$ cat src/rtl/alu_req_arbiter.sv
// Round-robin arbiter that lends one combinational ALU to two valid/ready requesters.
// One transaction is in flight at a time: IDLE accepts, EXEC runs the ALU, RESP returns the result.
module alu_req_arbiter #(
  parameter int DATA_W = 4,
  parameter int OP_W   = 3,
  parameter int RES_W  = 8,
  parameter int CNT_W  = 8
) (
  input  logic              clk,
  input  logic              rst,
  input  logic [1:0]        req_valid,
  output logic [1:0]        req_ready,
  input  logic [DATA_W-1:0] req0_a,
  input  logic [DATA_W-1:0] req0_b,
  input  logic [OP_W-1:0]   req0_op,
  input  logic [DATA_W-1:0] req1_a,
  input  logic [DATA_W-1:0] req1_b,
  input  logic [OP_W-1:0]   req1_op,
  output logic [1:0]        rsp_valid,
  input  logic [1:0]        rsp_ready,
  output logic [RES_W-1:0]  rsp_result,
  output logic              rsp_carry,
  output logic              rsp_zero,
  output logic [DATA_W-1:0] alu_a,
  output logic [DATA_W-1:0] alu_b,
  output logic [OP_W-1:0]   alu_sel,
  input  logic [RES_W-1:0]  alu_result,
  input  logic              alu_carry,
  input  logic              alu_zero,
  output logic              busy,
  output logic              grant_id,
  output logic [CNT_W-1:0]  op_count
);

  typedef enum logic [1:0] {IDLE, EXEC, RESP} state_e;

  state_e              state_q;
  logic                ptr_q;
  logic                grant_q;
  logic [CNT_W-1:0]    cnt_q;
  logic [DATA_W-1:0]   a_q, b_q;
  logic [OP_W-1:0]     op_q;
  logic [RES_W-1:0]    res_q;
  logic                carry_q, zero_q;

  logic                winner;
  logic [DATA_W-1:0]   win_a, win_b;
  logic [OP_W-1:0]     win_op;

  // A lone requester wins outright; the pointer only breaks ties.
  always_comb begin
    winner = ptr_q;
    if (req_valid == 2'b01) winner = 1'b0;
    else if (req_valid == 2'b10) winner = 1'b1;
  end

  assign win_a  = winner ? req1_a  : req0_a;
  assign win_b  = winner ? req1_b  : req0_b;
  assign win_op = winner ? req1_op : req0_op;

  always_comb begin
    req_ready = '0;
    if (!rst && state_q == IDLE && req_valid[winner]) req_ready[winner] = 1'b1;
  end

  always_comb begin
    rsp_valid = '0;
    if (!rst && state_q == RESP) rsp_valid[grant_q] = 1'b1;
  end

  always_ff @(posedge clk) begin
    if (rst) begin
      state_q <= IDLE;
      ptr_q   <= 1'b0;
      grant_q <= 1'b0;
      cnt_q   <= '0;
      a_q     <= '0;
      b_q     <= '0;
      op_q    <= '0;
      res_q   <= '0;
      carry_q <= 1'b0;
      zero_q  <= 1'b0;
    end else begin
      case (state_q)
        IDLE: if (|(req_valid & req_ready)) begin
          a_q     <= win_a;
          b_q     <= win_b;
          op_q    <= win_op;
          grant_q <= winner;
          state_q <= EXEC;
        end
        EXEC: begin
          res_q   <= alu_result;
          carry_q <= alu_carry;
          zero_q  <= alu_zero;
          state_q <= RESP;
        end
        // Pointer hands priority to the other requester only once a response completes.
        RESP: if (rsp_ready[grant_q]) begin
          cnt_q   <= cnt_q + CNT_W'(1);
          ptr_q   <= ~grant_q;
          state_q <= IDLE;
        end
        default: state_q <= IDLE;
      endcase
    end
  end

  assign alu_a      = a_q;
  assign alu_b      = b_q;
  assign alu_sel    = op_q;
  assign rsp_result = res_q;
  assign rsp_carry  = carry_q;
  assign rsp_zero   = zero_q;
  assign busy       = (state_q != IDLE);
  assign grant_id   = grant_q;
  assign op_count   = cnt_q;

endmodule

$ cat config.mk
export PLATFORM = sky130hd
export DESIGN_NAME = alu_req_arbiter
export DESIGN_NICKNAME = d
export VERILOG_FILES = /design/src/rtl/alu_req_arbiter.sv
export SDC_FILE = /design/constraint.sdc
export NUM_CORES = 1
export LEC_CHECK = 0
export ABC_AREA = 1
export ABC_CLOCK_PERIOD_IN_PS = 1000
export BUFFER_PORTS_ARGS = -buffer_cell sky130_fd_sc_hd__buf_4
export CORE_MARGIN = 2
export CORE_UTILIZATION = 41
export DETAILED_ROUTE_END_ITERATION = 7
export PLACE_DENSITY = 0.77
export SYNTH_ARGS = -nofsm -noshare
export SYNTH_HDL_FRONTEND = slang
export SYNTH_SLANG_ARGS = --single-unit
$ cat constraint.sdc
create_clock -name clk -period 1 [get_ports clk]
set_input_delay 0.1 -clock clk [delete_from_list [all_inputs] [get_ports clk]]
set_output_delay 0.1 -clock clk [all_outputs]
set_load 0.005 [all_outputs]
Word-level counts from Yosys, hierarchy flattened

Cells that the tools add are included.

$add $sub $neg: 1
Order comparisons: 4
Eq/ne operators: 6
Mux-type cells: 18
Bitwise gates (word level): 2
Reduce and logical (&&, ||, !) cells: 12

Operator list:

| operator                                                 | number |
|---|---|
| adder 8 x 1 -> 8 bit, second input constant              | 1 |
| 2-to-1 mux 1 bit                                         | 8 |
| 2-to-1 mux 2 bit                                         | 4 |
| 2-to-1 mux 4 bit                                         | 2 |
| one-hot mux 2 bit (3 select lines)                       | 1 |
| AND reduction 2 bit                                      | 3 |
| logical AND 1 bit                                        | 5 |
| == test 2 x 1 -> 1 bit, second input constant            | 2 |
| == test 2 bit, second input constant                     | 2 |
| < comparator 1 x 2 -> 1 bit, second input constant       | 2 |
| inequality test 2 x 1 -> 1 bit, second input constant    | 2 |
| 2-to-1 mux 3 bit                                         | 1 |
| bitwise AND 2 bit                                        | 1 |
| demux 1 bit (select 1 bit)                               | 2 |
| greater-or-equal comparator 1 bit, second input constant | 2 |
| zero test 2 bit                                          | 1 |
| nonzero test 2 bit                                       | 1 |
| OR reduction 2 bit                                       | 1 |
| zero test 1 bit                                          | 1 |
| NOT 1 bit                                                | 1 |

Register bits after elaboration: 33

Depth between registers and ports, before layout

Gate-level depths: netlist of the first run.

Depth in word-level cells: 12
Mapped depth: 8
Gate-level depth less buffers: 8

Worst setup path before layout of the first run

OpenSTA, ideal clock, no wires.

Kind: register to register
Start point: register cnt_q[0], in the netlist op_count[0]
End point: register cnt_q[6], in the netlist op_count[6]
Setup time: 115 ps
Arrival: 957 ps
Data required time: 885 ps
Slack: -72 ps
Cell stages (with the launch flop): 7
Path buffers: 0
Clock period less this slack: 1072 ps
Cell sequence: dfxtp_1 -> ha_1 -> nand2_1 -> nor3_1 -> nand3_1 -> nand2_1 -> nor2_1

Cells in the longest elaborated chain, start to end: 1

RTL lines:

| item                     | RTL line | source |
|---|---|---|
| start: declaration       | 40       | `logic [CNT_W-1:0] cnt_q;` |
| start signal: assignment | 100      | `cnt_q <= cnt_q + CNT_W'(1);` |
| adder 8 x 1 -> 8 bit     | 100      |  |

No other way between the ends.
A chain may end at the register's enable or synchronous reset.

Final worst setup path of the first run

Start point: register state_q[0]
End point: output port req_ready[1]

Cells in the longest elaborated chain, start to end: 4

RTL lines:

| item                            | RTL line | source |
|---|---|---|
| start: declaration              | 37       | `state_e state_q;` |
| start signal: assignment        | 73       | `state_q <= IDLE;` |
| start signal: assignment        | 90       | `state_q <= EXEC;` |
| start signal: assignment        | 96       | `state_q <= RESP;` |
| zero test 2 bit                 | 63       | `if (!rst && state_q == IDLE && req_valid[winner]) req_ready[winner] = 1'b1;` |
| logical AND 1 bit (2 in series) | 63       |  |
| 2-to-1 mux 2 bit                | 63       |  |
| end: declaration                | 12       | `output logic [1:0] req_ready,` |

No other way between the ends.

==> results of run 1 <==
metal layers:
| metal | GRT usage, % | wire length, um |
|---|---|---|
| met1 | 25.71 | 1826 |
| met2 | 33.59 | 2217 |
| met3 | 5.822 | 254 |
| met4 | 8.073 | 50 |
| met5 | 0 | 0 |
stage by stage:
stage          instance area (um^2)  setup TNS, ns  hold slack (ns)  utilization, %  total power (uW)
4_1_cts                        2469         -4.767         0.006116           67.43              3244
2_1_floorplan                  1597              0           0.2346               -              1829
6_report                       2560         -5.822          0.03389           69.92              3270
5_1_grt                        2560         -8.649          0.03613           69.92              3438
3_3_place_gp                   2230         -1.697           0.2932           60.90              2145
3_5_place_dp                   2230         -2.703           0.2981           60.90              2156
where the power goes:
part,leakage [uW],internal [uW],switching [uW]
registers,0.000272,1410,53.3
clock network,0.0000443,545,449
logic,0.000938,426,391
total,0.00125,2380,893
cells by family after synthesis:
kind of cell               Yosys count  share of synthesized area [%]
and+or+nand+nor                    125                          34.80
DFF                                 33                          42.24
AOI/OAI and AO/OA                   31                          11.28
buffers and inverters               30                          9.760
xor gates and xnor gates             2                          1.120
adders and majority gates            1                         0.7999
flip-flops by register name (all words and copies together) (netlist names):
| register | flops |
|---|---|
| rsp_carry | 1 |
| alu_a | 4 |
| alu_b | 4 |
| grant_id | 1 |
| rsp_zero | 1 |
| ptr_q | 1 |
| state_q | 2 |
| alu_sel | 3 |
| op_count | 8 |
| rsp_result | 8 |
final timing paths:
path                                  from           end  cells after the start
worst max-delay path            state_q[0]  req_ready[1]                      8
worst min-delay path                   rst   op_count[0]                      2
worst max register to register  state_q[0]      alu_a[3]                      8
worst min register to register  alu_sel[1]    alu_sel[1]                      2
cell type report:
type | instances | area share [%]
Sequential cell | 33 | 26.05
Clock buffer | 7 | 3.372
Timing Repair Buffer | 97 | 30.11
Multi-Input combinational cell | 160 | 34.51
Inverter | 20 | 3.617
Tap cell | 48 | 2.346
repair_timing:
| action | in CTS | in global routing |
|---|---|---|
| cloned | 2 | 0 |
| setup buffers | 7 | 4 |
| endpoints found under the setup margin | 35 | 40 |
| pin swaps | 9 | 13 |
| resized for setup | 24 | 18 |
cell usage in the layout (no fill, tap or decap), drive strengths merged:
cell	count
nand4	1
ha	1
o21bai	1
dfxtp	33
a21oi	16
o21ai	14
nand2	71
nor3	2
nor2	37
xnor2	1
clkinv	1
buf	97
clkbuf	7
inv	19
nand3	15
xor2	1
critical path, cell delays in order (launching register included):
cell and delay [ns]:
dfxtp_2 0.34, inv_2 0.07, nand2_4 0.06, nor2_4 0.10, nand2_4 0.10, clkinv_8 0.06
nand2_4 0.04, inv_2 0.05, buf_6 0.08
==> metrics.yaml, run 1 <==
logic_synthesis:
  syn_area_um2: 1564
  yosys-top-cells-area: "dfxtp_1, nand2_1, nor2_1, nand3_1, o21ai_0"
  synth-seq-area-share_pct: 42.24
  synth.most_common_cell: "nand2_1"
  synth_top_cell_by_area: "dfxtp_1"
  synthFlopType: "dfxtp_1"
  syn_avg_cell_area_um2: 7.045
  synth.top_cells.by_count: "nand2_1, dfxtp_1, nor2_1"
  yosysTopAreaCellShare_pct: 42.24
  synth-edff-count: 0
  yosys_warnings: 0
  syn_inst: 222
  syn_nets: 261
  yosysUniqueCellTypes: 27
  ys_ff_latch: 33
  synthArstFlopShare_pct: 0
floorplanning:
  row_count: 22
  pin_count: 73
  dieArea_um2: 4324
  design.core.area_um2: 3661
  fp.dieW_um: 65.76
  start_util_pct: 42.72
  die_y_um: 65.76
pwr:
  power_leakage_uw: 0.001254
  power_density_nw_per_um2: 1277
  vdd_drop_max_mv: 0.9382
run_status:
  status: "finished with violations"
  violations: "setup timing"
placed_design:
  io_buffers: 72
  pre_cts_slack_ns: -0.1855
  place_congestion: 0.7949
  dp.cells: 346
  hpwl_um: 2924
critical_path:
  startpoint_type: "flop"
  r2r_setup_slack_ns: -0.22
  cp_data_arrival_time_ns: 1.18
  crit_path_max_fanout: 3
  required_ns: 0.90
  worstSetupPathType: "flop to output pin"
  cp-end-kind: "output pin"
timing:
  setup_viol_count_final: 37
  worst_slew_pin_slew_ns: 0.2707
  finalHoldViolations: 0
  report.final.slew_viol_count: 0
  rsz0062_at_grt: "true"
  finalWorstSetupSlack_ns: -0.2813
  fmax_mhz: 780.4
  fin_worst_skew_ns: 0.008581
  slew-limit-headroom_pct: 81.89
  period_needed_ns: 1.281
  min_period_over_period_pct: 128.1
global_route:
  antenna_found_initial: 0
  grt_overflow: 0
  grt.total_usage_pct: 20.67
  grt_pass1_wl_um: 6824
  grt_pass1_vias: 1515
  grt_max_degree: 18
cts:
  cts_tree: "done"
  clkLatencyLatePin_ns: 0.28
  clock-sinks: 33
  postCtsHoldBufs: 0
  clk_pin_slew_ns: 0.07
  cts_buffers: 5
  cts_root_buf: "clkbuf_8"
  clockBufferDepth: 2
  cts_max_level: 2
layout:
  multi_input_area_um2: 883.3
  antenna_cells: 0
  n_fill_cell: 300
  area_growth_syn_to_layout_pct: 63.68
  num-nets-final: 356
  layout-drive-gt1-share_pct: 47.95
  final_cell_count_no_fill: 365
  regArea_um2: 666.9
routing:
  routed_wl_um: 4348
  via_count: 1726
  routed_via_density: 4.729
  avgRoutedWirePerCell_um: 11.91
  drtAntennaViolNets: 0
  drc: 0
  drtIter0Drc: 43
  drt_first_pass_iters: 4
hold_path:
  hold_path.class: "input port to flop"
run:
  max_cap_violations: 0
(Power assumes the default switching activity.)
==> run 2: changes to the inputs <==
--- a/config.mk
+++ b/config.mk
@@ -9,9 +9,9 @@
 export ABC_CLOCK_PERIOD_IN_PS = 1000
 export BUFFER_PORTS_ARGS = -buffer_cell sky130_fd_sc_hd__buf_4
 export CORE_MARGIN = 2
-export CORE_UTILIZATION = 41
+export CORE_UTILIZATION = 35
 export DETAILED_ROUTE_END_ITERATION = 7
-export PLACE_DENSITY = 0.77
+export PLACE_DENSITY = 0.71
 export SYNTH_ARGS = -nofsm -noshare
 export SYNTH_HDL_FRONTEND = slang
 export SYNTH_SLANG_ARGS = --single-unit
==> run 2 against run 1 <==
The run still ends with setup timing left; total power fell by 2.0%; setup slack better by 0.024 ns; flip-flop and latch count did not move; cell area fell by 0.39%; utilization shrank 11 points; die area up 16%; critical path depth unchanged; maximum frequency is 1.9% higher; sequential share of layout area up 0.25 points; largest power group unchanged; highest routed layer unchanged.
==> metrics.yaml, run 2 (synthesized netlist as in run 1, its figures left out) <==
timing:
  rsz0062_at_grt: "true"
  slew-limit-headroom_pct: 81.36  # -0.53 points
  period_needed_ns: 1.257  # -0.02404 ns
  fin_worst_skew_ns: 0.003365  # -0.005216 ns
  report.final.slew_viol_count: 0  # unchanged
  setup_viol_count_final: 25  # -32%
  worst_slew_pin_slew_ns: 0.2786  # +0.007886 ns
  fin_hold_ws_ns: 0.03093  # -0.002961 ns
  fmax_mhz: 795.4  # +1.9%
  setup_tns_ns: -4.030  # +1.792 ns
  finalHoldViolations: 0  # unchanged
  finalWorstSetupSlack_ns: -0.2573  # +0.02404 ns
  min_period_over_period_pct: 125.7  # -2.4 points
global_route:
  grt_pass1_vias: 1583  # +4.5%
  grt.total_usage_pct: 17.11  # -3.6 points
  antenna_found_initial: 0  # unchanged
  grt_overflow: 0  # unchanged
  grt_max_degree: 13  # -5
  grt_pass1_wl_um: 6844  # +0.29%
routing:
  drtIter0Drc: 101  # +130%
  via_count: 1704  # -1.3%
  avgRoutedWirePerCell_um: 11.31  # -5.0%
  drt_first_pass_iters: 4  # unchanged
  routed_wl_um: 4186  # -3.7%
  routed_via_density: 4.605  # -2.6%
  drtAntennaViolNets: 0  # unchanged
  drc: 0  # unchanged
cts:
  postCtsHoldBufs: 0  # unchanged
  cts_root_buf: "clkbuf_8"
  clock-sinks: 33  # unchanged
  clkLatencyLatePin_ns: 0.28  # about the same
  cts_max_level: 2  # unchanged
  clockBufferDepth: 2  # unchanged
  clk_pin_slew_ns: 0.07  # about the same
  cts_buffers: 5  # unchanged
  cts_tree: "done"
pwr:
  power_leakage_uw: 0.001263  # +0.72%
  power.total_uw: 3205  # -2.0%
  vdd_drop_max_mv: 0.6010  # -36%
  power_density_nw_per_um2: 1257  # -1.6%
critical_path:
  worstSetupPathType: "flop to output pin"
  reg2reg_depth: 8  # unchanged
  crit_path_max_fanout: 3  # unchanged
  rr_endpoint: "op_count[4]"
  cp-end-kind: "output pin"
  required_ns: 0.90  # about the same
  path_common_cell: "nand2_4"
  regToRegStartpoint: "state_q[1]"
  critPathSlowestCell: "dfxtp_2"
  startpoint_type: "flop"
  r2r_setup_slack_ns: -0.18  # +0.04 ns
  crit_chain: "inv_2, nand2_4, nor2_4, nand2_4, clkinv_8, nand2_4, inv_2, buf_6"
  critPathMaxStageDelay_ns: 0.34  # about the same
  cp_data_arrival_time_ns: 1.16  # -0.02 ns
floorplanning:
  design.core.area_um2: 4324  # +18%
  row_count: 24  # +9.1%
  fp.dieW_um: 70.85  # +7.7%
  die_y_um: 70.85  # +7.7%
  pin_count: 73  # unchanged
  start_util_pct: 36.17  # -6.6 points
  dieArea_um2: 5019  # +16%
placed_design:
  dp.cells: 354  # +2.3%
  pre_cts_slack_ns: -0.1159  # +0.06965 ns
  hpwl_um: 3044  # +4.1%
  place_congestion: 0.7404  # -6.9%
  io_buffers: 72  # unchanged
layout:
  final_cell_count_no_fill: 370  # +1.4%
  antenna_cells: 0  # unchanged
  layout-drive-gt1-share_pct: 47.80  # -0.15 points
  mostFrequentLayoutCells: "buf_4, nand2_1, nor2_1"
  final_common_cell: "buf_4"
  num-nets-final: 356  # unchanged
  area_growth_syn_to_layout_pct: 63.04
run:
  max_cap_violations: 0  # unchanged
hold_path:
  worstHoldStart: "rst"
  min_to: "state_q[1]"
  whs_path_depth: 2  # unchanged
  hold_path.class: "input port to flop"
run_status:
  violations: "setup timing"
  status: "finished with violations"
-- run 2: cell count changes in the layout (fill, tap and decap cells not counted), sizes merged --
cell / previous run / this run
clkbuf: 7 / 6
clkinv: 1 / 3
-- run 2: repair_timing --
item,4_1_cts,5_1_grt
pin swaps,5,3
endpoints found under the hold margin,0,0
endpoints found under the setup margin,36,42
gates cloned,1,0
gates resized for setup,19,21
buffers inserted,6,2
-- run 2: how the worst max path moves through the flow --
stage | from | to | slack [ns] | depth (start not counted)
floorplan | grant_id | op_count[4] | 0.0004 | 7
global placement | state_q[1] | ptr_q | -0.09 | 5
detailed placement | state_q[1] | ptr_q | -0.12 | 5
CTS | state_q[1] | req_ready[0] | -0.32 | 6
global route | ptr_q | req_ready[0] | -0.34 | 6
finish | state_q[0] | req_ready[1] | -0.26 | 8
-- run 2: area by class of cell --
class	count	area (um^2)
Clock buffer	6	72.57
Sequential cell	33	670.6
Clock inverter	2	10.01
Timing Repair Buffer	97	778.2
Tap cell	52	65.06
Fill cell	430	1774
Inverter	20	92.59
Multi-Input combinational cell	160	860.8
-- run 2: metal layers --
metal / wire length, um / vias to the layer above / track usage [%] / part of all wire (%)
met3: 323 / 7 / 6.838 / 7.7
met5: 0 / - / 0 / 0
li1: - / 881 / - / -
met2: 2090 / 49 / 30.53 / 50
met1: 1724 / 767 / 18.64 / 41
met4: 48 / 0 / 5.031 / 1.1
-- run 2: stage by stage --
step                utilization, %  instance area (um^2)
floorplan                        -                  1597
global placement             52.37                  2265
detailed placement           52.37                  2265
CTS                          57.26                  2476
global route                 58.97                  2550
finish                       58.97                  2550
-- run 2: critical path, delay by kind of cell, from the launching register on --
family / cells / cell delay [ns]
buffers and inverters: 4 / 0.25
flip-flops: 1 / 0.34
AND/OR/NAND/NOR: 4 / 0.29
-- run 2: where the power goes --
group | internal, uW | total [uW] | switching [uW]
sequential | 1400 | 1460 | 53.2
clock | 482 | 952 | 470
combinational | 423 | 796 | 373
